<file path="src/rtl/dmem_arbiter_pkg.sv">
`default_nettype none
// ============================================================================
//  Module      : dmem_arbiter_pkg
//  Description : Shared constants for the data-memory arbiter. These are the
//                FSM state encodings, the access width codes and the
//                illegal-width helper.
//  Revision    : 1.0 - initial release
// ============================================================================
`ifndef DATA_WIDTH
`define DATA_WIDTH 64
`endif
`ifndef DATA_MEM_WIDTH
`define DATA_MEM_WIDTH 10
`endif

package dmem_arbiter_pkg;

    // Memory geometry defaults. An enclosing build may override them through
    // the project-wide DATA_WIDTH / DATA_MEM_WIDTH macros.
    localparam int c_DATA_WIDTH     = `DATA_WIDTH;
    localparam int c_DATA_MEM_WIDTH = `DATA_MEM_WIDTH;

    // Sequencer states
    localparam logic [1:0] c_ST_IDLE   = 2'd0;
    localparam logic [1:0] c_ST_ACCESS = 2'd1;
    localparam logic [1:0] c_ST_RESP   = 2'd2;

    // Access width codes
    localparam logic [2:0] c_W8  = 3'd0;
    localparam logic [2:0] c_W16 = 3'd1;
    localparam logic [2:0] c_W32 = 3'd2;
    localparam logic [2:0] c_W64 = 3'd3;

    // Codes above 64-bit are not supported by the memory
    function automatic logic width_illegal(input logic [2:0] w);
        return (w > c_W64);
    endfunction

endpackage
`default_nettype wire

</file>
<file path="src/rtl/dmem_arbiter_rr_pick2.sv">
`default_nettype none
// ============================================================================
//  Module      : rr_pick2
//  Description : Two-requester grant picker. It supports round-robin or fixed
//                priority, plus a force override that lets a locked owner keep
//                the memory.
//  Revision    : 1.0 - initial release
// ============================================================================
module rr_pick2 (
    input  logic [1:0] req,
    input  logic       last_owner,
    input  logic       fixed_prio,
    input  logic       force_en,
    input  logic       force_id,
    output logic [1:0] grant
);

    // Force wins if its port is asking; otherwise a single requester wins and
    // a tie goes to port 0 (fixed) or to the port that did not win last time.
    always_comb begin
        grant = 2'b00;
        if (force_en && req[force_id]) begin
            grant = force_id ? 2'b10 : 2'b01;
        end else if (req == 2'b11) begin
            if (fixed_prio || last_owner) grant = 2'b01;
            else                          grant = 2'b10;
        end else begin
            grant = req;
        end
    end

endmodule
`default_nettype wire

</file>
<file path="src/rtl/dmem_arbiter.sv">
`default_nettype none
// ============================================================================
//  Module      : dmem_arbiter
//  Description : Two-port arbiter/sequencer for the shared data memory.
//                Port 0 is the CPU load/store stage and port 1 is the
//                DMA/debug master. Each access runs IDLE -> ACCESS -> RESP.
//                The memory is driven for the single ACCESS cycle, and a
//                registered done/rdata/err is returned to the owner in RESP.
//  Config      : DMEM_ARB_LOCK_EN - when defined, lock[owner] sampled in RESP
//                lets the owner win the next IDLE arbitration.
//  Revision    : 1.0 - initial release
// ============================================================================
module dmem_arbiter
    import dmem_arbiter_pkg::*;
#(
    parameter int FIXED_PRIO = 0,
    parameter int AW         = c_DATA_MEM_WIDTH,
    parameter int DW         = c_DATA_WIDTH
) (
    input  logic          clk,
    input  logic          rst,
    input  logic [1:0]    req,
    input  logic [1:0]    we,
    input  logic [2:0]    width0,
    input  logic [2:0]    width1,
    input  logic [AW-1:0] addr0,
    input  logic [AW-1:0] addr1,
    input  logic [DW-1:0] wdata0,
    input  logic [DW-1:0] wdata1,
    input  logic [1:0]    lock,
    output logic [1:0]    gnt,
    output logic [1:0]    done,
    output logic          err,
    output logic [DW-1:0] rdata,
    output logic          mem_re,
    output logic          mem_we,
    output logic [2:0]    mem_width,
    output logic [AW-1:0] mem_addr,
    output logic [DW-1:0] mem_wdata,
    input  logic [DW-1:0] mem_rdata
);

    localparam logic c_FIXED = (FIXED_PRIO != 0);

    logic [1:0] r_state;
    logic       r_owner;
    logic       r_last_owner;
    logic       r_we_l;
    logic       r_illegal;
    logic       w_force_en;
    logic [1:0] w_grant;
    logic       w_win;
    logic       w_sel_we;
    logic       w_sel_ill;
    logic [2:0] w_sel_width;

`ifdef DMEM_ARB_LOCK_EN
    logic r_locked;
    assign w_force_en = r_locked;
`else
    // lock has no function in this build
    logic w_unused_lock;
    assign w_unused_lock = ^lock;
    assign w_force_en    = 1'b0;
`endif

    rr_pick2 u_pick (
        .req        (req),
        .last_owner (r_last_owner),
        .fixed_prio (c_FIXED),
        .force_en   (w_force_en),
        .force_id   (r_owner),
        .grant      (w_grant)
    );

    assign w_win       = w_grant[1];
    assign w_sel_we    = w_win ? we[1]  : we[0];
    assign w_sel_width = w_win ? width1 : width0;
    assign w_sel_ill   = width_illegal(w_sel_width);

    // Sequencer: the mem_* registers double as the command latch, so they are
    // loaded on the grant and cleared as soon as ACCESS ends.
    always_ff @(posedge clk or negedge rst) begin
        if (!rst) begin
            r_state      <= c_ST_IDLE;
            r_owner      <= 1'b0;
            r_last_owner <= 1'b1;
            r_we_l       <= 1'b0;
            r_illegal    <= 1'b0;
`ifdef DMEM_ARB_LOCK_EN
            r_locked     <= 1'b0;
`endif
            gnt          <= 2'b00;
            done         <= 2'b00;
            err          <= 1'b0;
            rdata        <= '0;
            mem_re       <= 1'b0;
            mem_we       <= 1'b0;
            mem_width    <= 3'd0;
            mem_addr     <= '0;
            mem_wdata    <= '0;
        end else begin
            case (r_state)
                c_ST_IDLE: begin
`ifdef DMEM_ARB_LOCK_EN
                    r_locked <= 1'b0;
`endif
                    if (|req) begin
                        r_state      <= c_ST_ACCESS;
                        r_owner      <= w_win;
                        r_last_owner <= w_win;
                        r_we_l       <= w_sel_we;
                        r_illegal    <= w_sel_ill;
                        gnt          <= w_grant;
                        mem_re       <= ~w_sel_we & ~w_sel_ill;
                        mem_we       <=  w_sel_we & ~w_sel_ill;
                        mem_width    <= w_sel_width;
                        mem_addr     <= w_win ? addr1  : addr0;
                        mem_wdata    <= w_win ? wdata1 : wdata0;
                    end
                end
                c_ST_ACCESS: begin
                    r_state   <= c_ST_RESP;
                    gnt       <= 2'b00;
                    mem_re    <= 1'b0;
                    mem_we    <= 1'b0;
                    mem_width <= 3'd0;
                    mem_addr  <= '0;
                    mem_wdata <= '0;
                    done      <= r_owner ? 2'b10 : 2'b01;
                    err       <= r_illegal;
                    rdata     <= (!r_we_l && !r_illegal) ? mem_rdata : '0;
                end
                c_ST_RESP: begin
                    r_state <= c_ST_IDLE;
                    done    <= 2'b00;
                    err     <= 1'b0;
                    rdata   <= '0;
`ifdef DMEM_ARB_LOCK_EN
                    r_locked <= lock[r_owner];
`endif
                end
                default: begin
                    r_state <= c_ST_IDLE;
                    gnt     <= 2'b00;
                    done    <= 2'b00;
                    err     <= 1'b0;
                    rdata   <= '0;
                    mem_re  <= 1'b0;
                    mem_we  <= 1'b0;
                end
            endcase
        end
    end

endmodule
`default_nettype wire

</file>
<file path="config.mk">
export PLATFORM = sky130hd
export DESIGN_NAME = dmem_arbiter
export DESIGN_NICKNAME = d
export VERILOG_FILES = /design/src/rtl/dmem_arbiter_pkg.sv /design/src/rtl/dmem_arbiter_rr_pick2.sv /design/src/rtl/dmem_arbiter.sv
export SDC_FILE = /design/constraint.sdc
export NUM_CORES = 1
export LEC_CHECK = 0
export CELL_PAD_IN_SITES_DETAIL_PLACEMENT = 1
export CELL_PAD_IN_SITES_GLOBAL_PLACEMENT = 1
export CORE_ASPECT_RATIO = 0.8
export CORE_MARGIN = 1.5
export CORE_UTILIZATION = 25
export DETAILED_ROUTE_END_ITERATION = 8
export PLACE_DENSITY = 0.69
export SYNTH_ARGS = -nofsm -noshare
export SYNTH_HDL_FRONTEND = slang
export SYNTH_SLANG_ARGS = --single-unit
</file>
<file path="constraint.sdc">
create_clock -name clk -period 1.7 [get_ports clk]
set_input_delay 0.34 -clock clk [delete_from_list [all_inputs] [get_ports clk]]
set_output_delay 0.34 -clock clk [all_outputs]
set_load 0.01 [all_outputs]
</file>
Yosys cells after proc, flatten, opt, wreduce, memory -nomap -nowiden. Index checks and enable logic that the tools add are counted.

Order comparisons: 1. Eq/ne operators: 4. Muxes and demuxes: 25. Bitwise gates (word level): 5. Reductions and logical operators: 9.

Operators by type and width (number): case mux 64 bit (2 select lines) (2); 2-to-1 mux 64 bit (3); 2-to-1 mux 10 bit (2); case mux 10 bit (2 select lines) (1); case mux 2 bit (2 select lines) (3); 2-to-1 mux 2 bit (5); 2-to-1 mux 3 bit (2); case mux 1 bit (2 select lines) (3); case mux 3 bit (2 select lines) (1); AND reduction 2 bit (3); equality test 2 bit (second input constant) (2); > comparator 3 x 2 -> 1 bit (second input constant) (1); 2-to-1 mux 1 bit (3); NOT 1 bit (3); AND 1 bit (2); equality test 2 x 1 -> 1 bit (second input constant) (1); logical NOT 1 bit (2); logical NOT 2 bit (1); inequality test 2 bit (second input constant) (1); nonzero test 2 bit (1); OR reduction 2 bit (1); logical AND 1 bit (1).

Register bits after elaboration: 154. Output and inout bits: 148.

Logic depth before layout (Yosys ltp).
Word-level depth: 8. Mapped depth: 6. Mapped depth without buffers: 4.

Modules after synthesis. Synthesis repeated with hierarchy kept, for this count alone.

Cell total of the unflattened synthesis: 544. Area total of the unflattened synthesis: 6801.5 um^2.

Modules (own cells, without submodules): dmem_arbiter (times used 1, cells each 537, area each 6759.0 um^2, sequential area each 3854.9 um^2); rr_pick2 (times used 1, cells each 7, area each 42.5 um^2, sequential area each 0.0 um^2).

Worst setup path before layout. No wires, ideal clock.

Path type: flip-flop to flip-flop. Start: reg r_state[0]. End: reg rdata[23]. Library setup time: 0.121 ns. Arrival: 1.235 ns. Data required time: 1.579 ns. Slack: 0.344 ns. Stages on the path, launching flop included: 7. Path buffers: 3. Clock period less this slack: 1.356 ns. Cells stage by stage: dfrtp_1 -> buf_4 -> nor2b_4 -> nor3b_2 -> buf_4 -> buf_6 -> a22o_1.

Cells in the longest elaborated chain, start to end: 2. Elaborated cells between the ends (all ways): 3. Those cells by class: eq/ne: 1; mux: 1; reduce/logical: 1.

RTL lines: start, declared (RTL line dmem_arbiter.sv:45) `logic [1:0] r_state;`; start signal, assigned (RTL line dmem_arbiter.sv:85) `r_state <= c_ST_IDLE;`; start signal, assigned (RTL line dmem_arbiter.sv:109) `r_state <= c_ST_ACCESS;`; start signal, assigned (RTL line dmem_arbiter.sv:123) `r_state <= c_ST_RESP;`; equality test 2 x 1 -> 1 bit or logical NOT 2 bit (tied branches) (RTL line dmem_arbiter.sv:103) `case (r_state)`; case mux 64 bit (2 select lines) (RTL line dmem_arbiter.sv:103); end signal, assigned (RTL line dmem_arbiter.sv:132) `rdata <= (!r_we_l && !r_illegal) ? mem_rdata : '0;`; end, declared (RTL line dmem_arbiter.sv:34) `output logic [DW-1:0] rdata,`.

Parallel ways exist; a longest one is shown, timed or not. A chain may end at the register's enable or synchronous reset.

Worst setup path in the final report.
Start: reg done[1]. End: out done[1].

RTL lines: start, declared (RTL line dmem_arbiter.sv:32) `output logic [1:0] done,`; start signal, assigned (RTL line dmem_arbiter.sv:130) `done <= r_owner ? 2'b10 : 2'b01;`.

No word-level cell between the ends.

==> results.json <==
{
  "dieWidth_um": 183,
  "cp_num_buf_inv": 1,
  "htreeDepth": 4,
  "synth-seq-cells": 154,
  "criticalPathCategory": "reg -> out",
  "yosys_warnings": 0,
  "worst_slew_pin_slew_ns": 0.417,
  "use_met3": 0.0645,
  "area_delta_synth_final_pct": 76.7,
  "grtUsageTotal": 0.167,
  "syn_area_um2": 6490,
  "grt_pass1_wl_mm": 34.5,
  "cp-start-kind": "flop",
  "finalHoldViolations": 0,
  "clock_skew_ns": 0.00908,
  "cts_setup_buffers": 0,
  "drc": 0,
  "overflow": 0,
  "grt_pass1_vias": 5908,
  "crit_slowest_cell": "clkdlybuf4s50_1",
  "slew_headroom": 0.722,
  "dr.pass1.iters": 4,
  "wl_per_cell_um": 19.4,
  "synth_area_per_cell_um2": 14.4,
  "nets": 1067,
  "grt_max_degree": 65,
  "ant_nets": 0,
  "cp_max_fo": 2,
  "crit_path_end_kind": "output pin",
  "multi_input_area_um2": 2320,
  "layout_common_cells": "clkdlybuf4s50_1, dfrtp_1, dlygate4sd2_1",
  "final-seq-area_um2": 3850,
  "placed_area_um2": 10800,
  "seq_area_frac_synth": 0.594,
  "met2_usage": 0.277,
  "worst_hold_path_type": "in -> async",
  "drive_gt1_frac": 0.108,
  "wl_mm": 22.8,
  "critical_path_depth": 1,
  "clockRootBuffer": "clkbuf_16",
  "io_buffers": 371,
  "n_fill_cell": 2667,
  "viasPerCell": 4.61,
  "slowest_delay_ns": 0.55,
  "async_flop_share": 1.00,
  "min_period_ns": 1.66,
  "start_util": 0.256,
  "r2r_cells": 4,
  "synth_ff_type": "dfrtp_1",
  "setup_viol": 0,
  "cts_buffers": 17,
  "cp.arrival_ns": 1.32,
  "synth_nets": 677,
  "grtUsageMet1": 0.205,
  "diodes": 0,
  "coreArea_um2": 25400,
  "cts_tree": "yes",
  "rows": 52,
  "peakVddDrop_v": 0.000659,
  "antenna_found_initial": 0,
  "clock.fmax_mhz": 601,
  "cap_violations": 0,
  "tns_ns": 0,
  "clock_path_buffers": 2,
  "fin_crit_sh": 0.978,
  "finalInstanceArea_um2": 11500,
  "hpwlAfterDp_mm": 17.1,
  "worstPathCellList": "clkdlybuf4s50_1",
  "die_h_um": 147,
  "synth-edff-count": 0,
  "cts_num_sinks": 154,
  "final_common_cell": "clkdlybuf4s50_1",
  "synth_cells": 451,
  "globalplace.congestion": 0.720,
  "finalMaxSlewViolations": 0,
  "p_per_area_nw_per_um2": 1490,
  "clk_latency_ns": 0.42,
  "rsz0062_at_grt": "no",
  "synth.distinct_cells": 31,
  "die_area_um2": 26900,
  "p_total_w": 0.0171,
  "busiest_layer": "met2",
  "p_leak_nw": 6.03,
  "drtIter0Drc": 154,
  "status": "completed",
  "path_delay_family": "buffers and inverters",
  "ios": 374,
  "path_clk_slew_ns": 0.07,
  "worst-endpoint-required_ns": 1.36,
  "vias": 5435
}
where the power goes:
part	internal [W]	switching, W	total (W)
combinational	0.00369	0.00348	0.00717
sequential	0.00500	0.000810	0.00581
clock	0.00243	0.00172	0.00415
area by class of cell:
type	instances	share of cell area
clock inverters	14	0.0172
flip-flops and latches	154	0.336
multi-input cells	250	0.203
inverters	5	0.00164
repair buffers	413	0.369
well taps	324	0.0353
clock buffers	18	0.0383
per-stage QoR:
stage                     cells  worst slack, ns   util  hold slack, ns
final                      1178           0.0369  0.452           0.407
after floorplan             451            0.344      -          0.0444
after CTS                  1178         0.000124  0.447           0.404
after global routing       1178         0.000412  0.452           0.421
after detailed placement   1145           -0.346  0.425           0.294
after global placement     1145           -0.284  0.425           0.293
worst paths after layout:
kind	startpoint	to	slack (ns)
max in group asynchronous	rst	r_last_owner	0.69
setup reg to reg	r_state[1]	rdata[61]	0.17
min in group clk	mem_wdata[5]	mem_wdata[5]	0.48
hold reg to reg	mem_wdata[5]	mem_wdata[5]	0.48
hold / removal	rst	mem_wdata[3]	0.41
setup / recovery	done[1]	done[1]	0.04
timing repair:
action                     4_1_cts  5_1_grt
gates resized for setup         83       55
hold buffers                     1        0
hold endpoints to repair        30        0
setup endpoints to repair       83       55
pin swaps                        0        0
routing by layer:
| metal | part of all wire | up-vias |
|---|---|---|
| met3 | 0.091 | 9 |
| met5 | 0 | - |
| met2 | 0.47 | 230 |
| li1 | - | 2508 |
| met4 | 0.0070 | 0 |
| met1 | 0.43 | 2688 |
worst reg2reg max path, stage by stage, from the launching register on:
cell	delay, ns
dfrtp_1	0.52
nor2b_4	0.20
nor3b_4	0.24
buf_12	0.28
a22o_1	0.24
registers in the layout, summed over array words and instances, names as in the netlist:
register	count
mem_wdata	64
rdata	64
mem_addr	10
mem_width	3
done	2
gnt	2
r_state	2
err	1
mem_re	1
mem_we	1
r_illegal	1
r_last_owner	1
r_owner	1
r_we_l	1
cell families after synthesis:
logic type	synth area share
AO/OA/AOI/OAI	0.216
buffers and inverters	0.0522
multiplexers	0.127
flip-flops	0.594
AND/OR/NAND/NOR	0.0108
synthesized netlist by cell type (2+ instances only):
| cell type | instances | area (um2) |
|---|---|---|
| dfrtp_1 | 153 | 3830 |
| mux2i_1 | 81 | 811 |
| o2bb2ai_1 | 66 | 578 |
| a22o_1 | 64 | 561 |
| buf_2 | 13 | 65.1 |
| buf_6 | 12 | 135 |
| o2bb2ai_2 | 10 | 150 |
| buf_4 | 9 | 67.6 |
| a21oi_1 | 7 | 35.0 |
| clkbuf_1 | 4 | 15.0 |
| inv_1 | 4 | 15.0 |
| nor2_1 | 4 | 15.0 |
| clkbuf_4 | 3 | 22.5 |
| o21ai_0 | 3 | 15.0 |
| a32o_1 | 2 | 20.0 |
No activity file was read; power rests on OpenSTA's default activity.
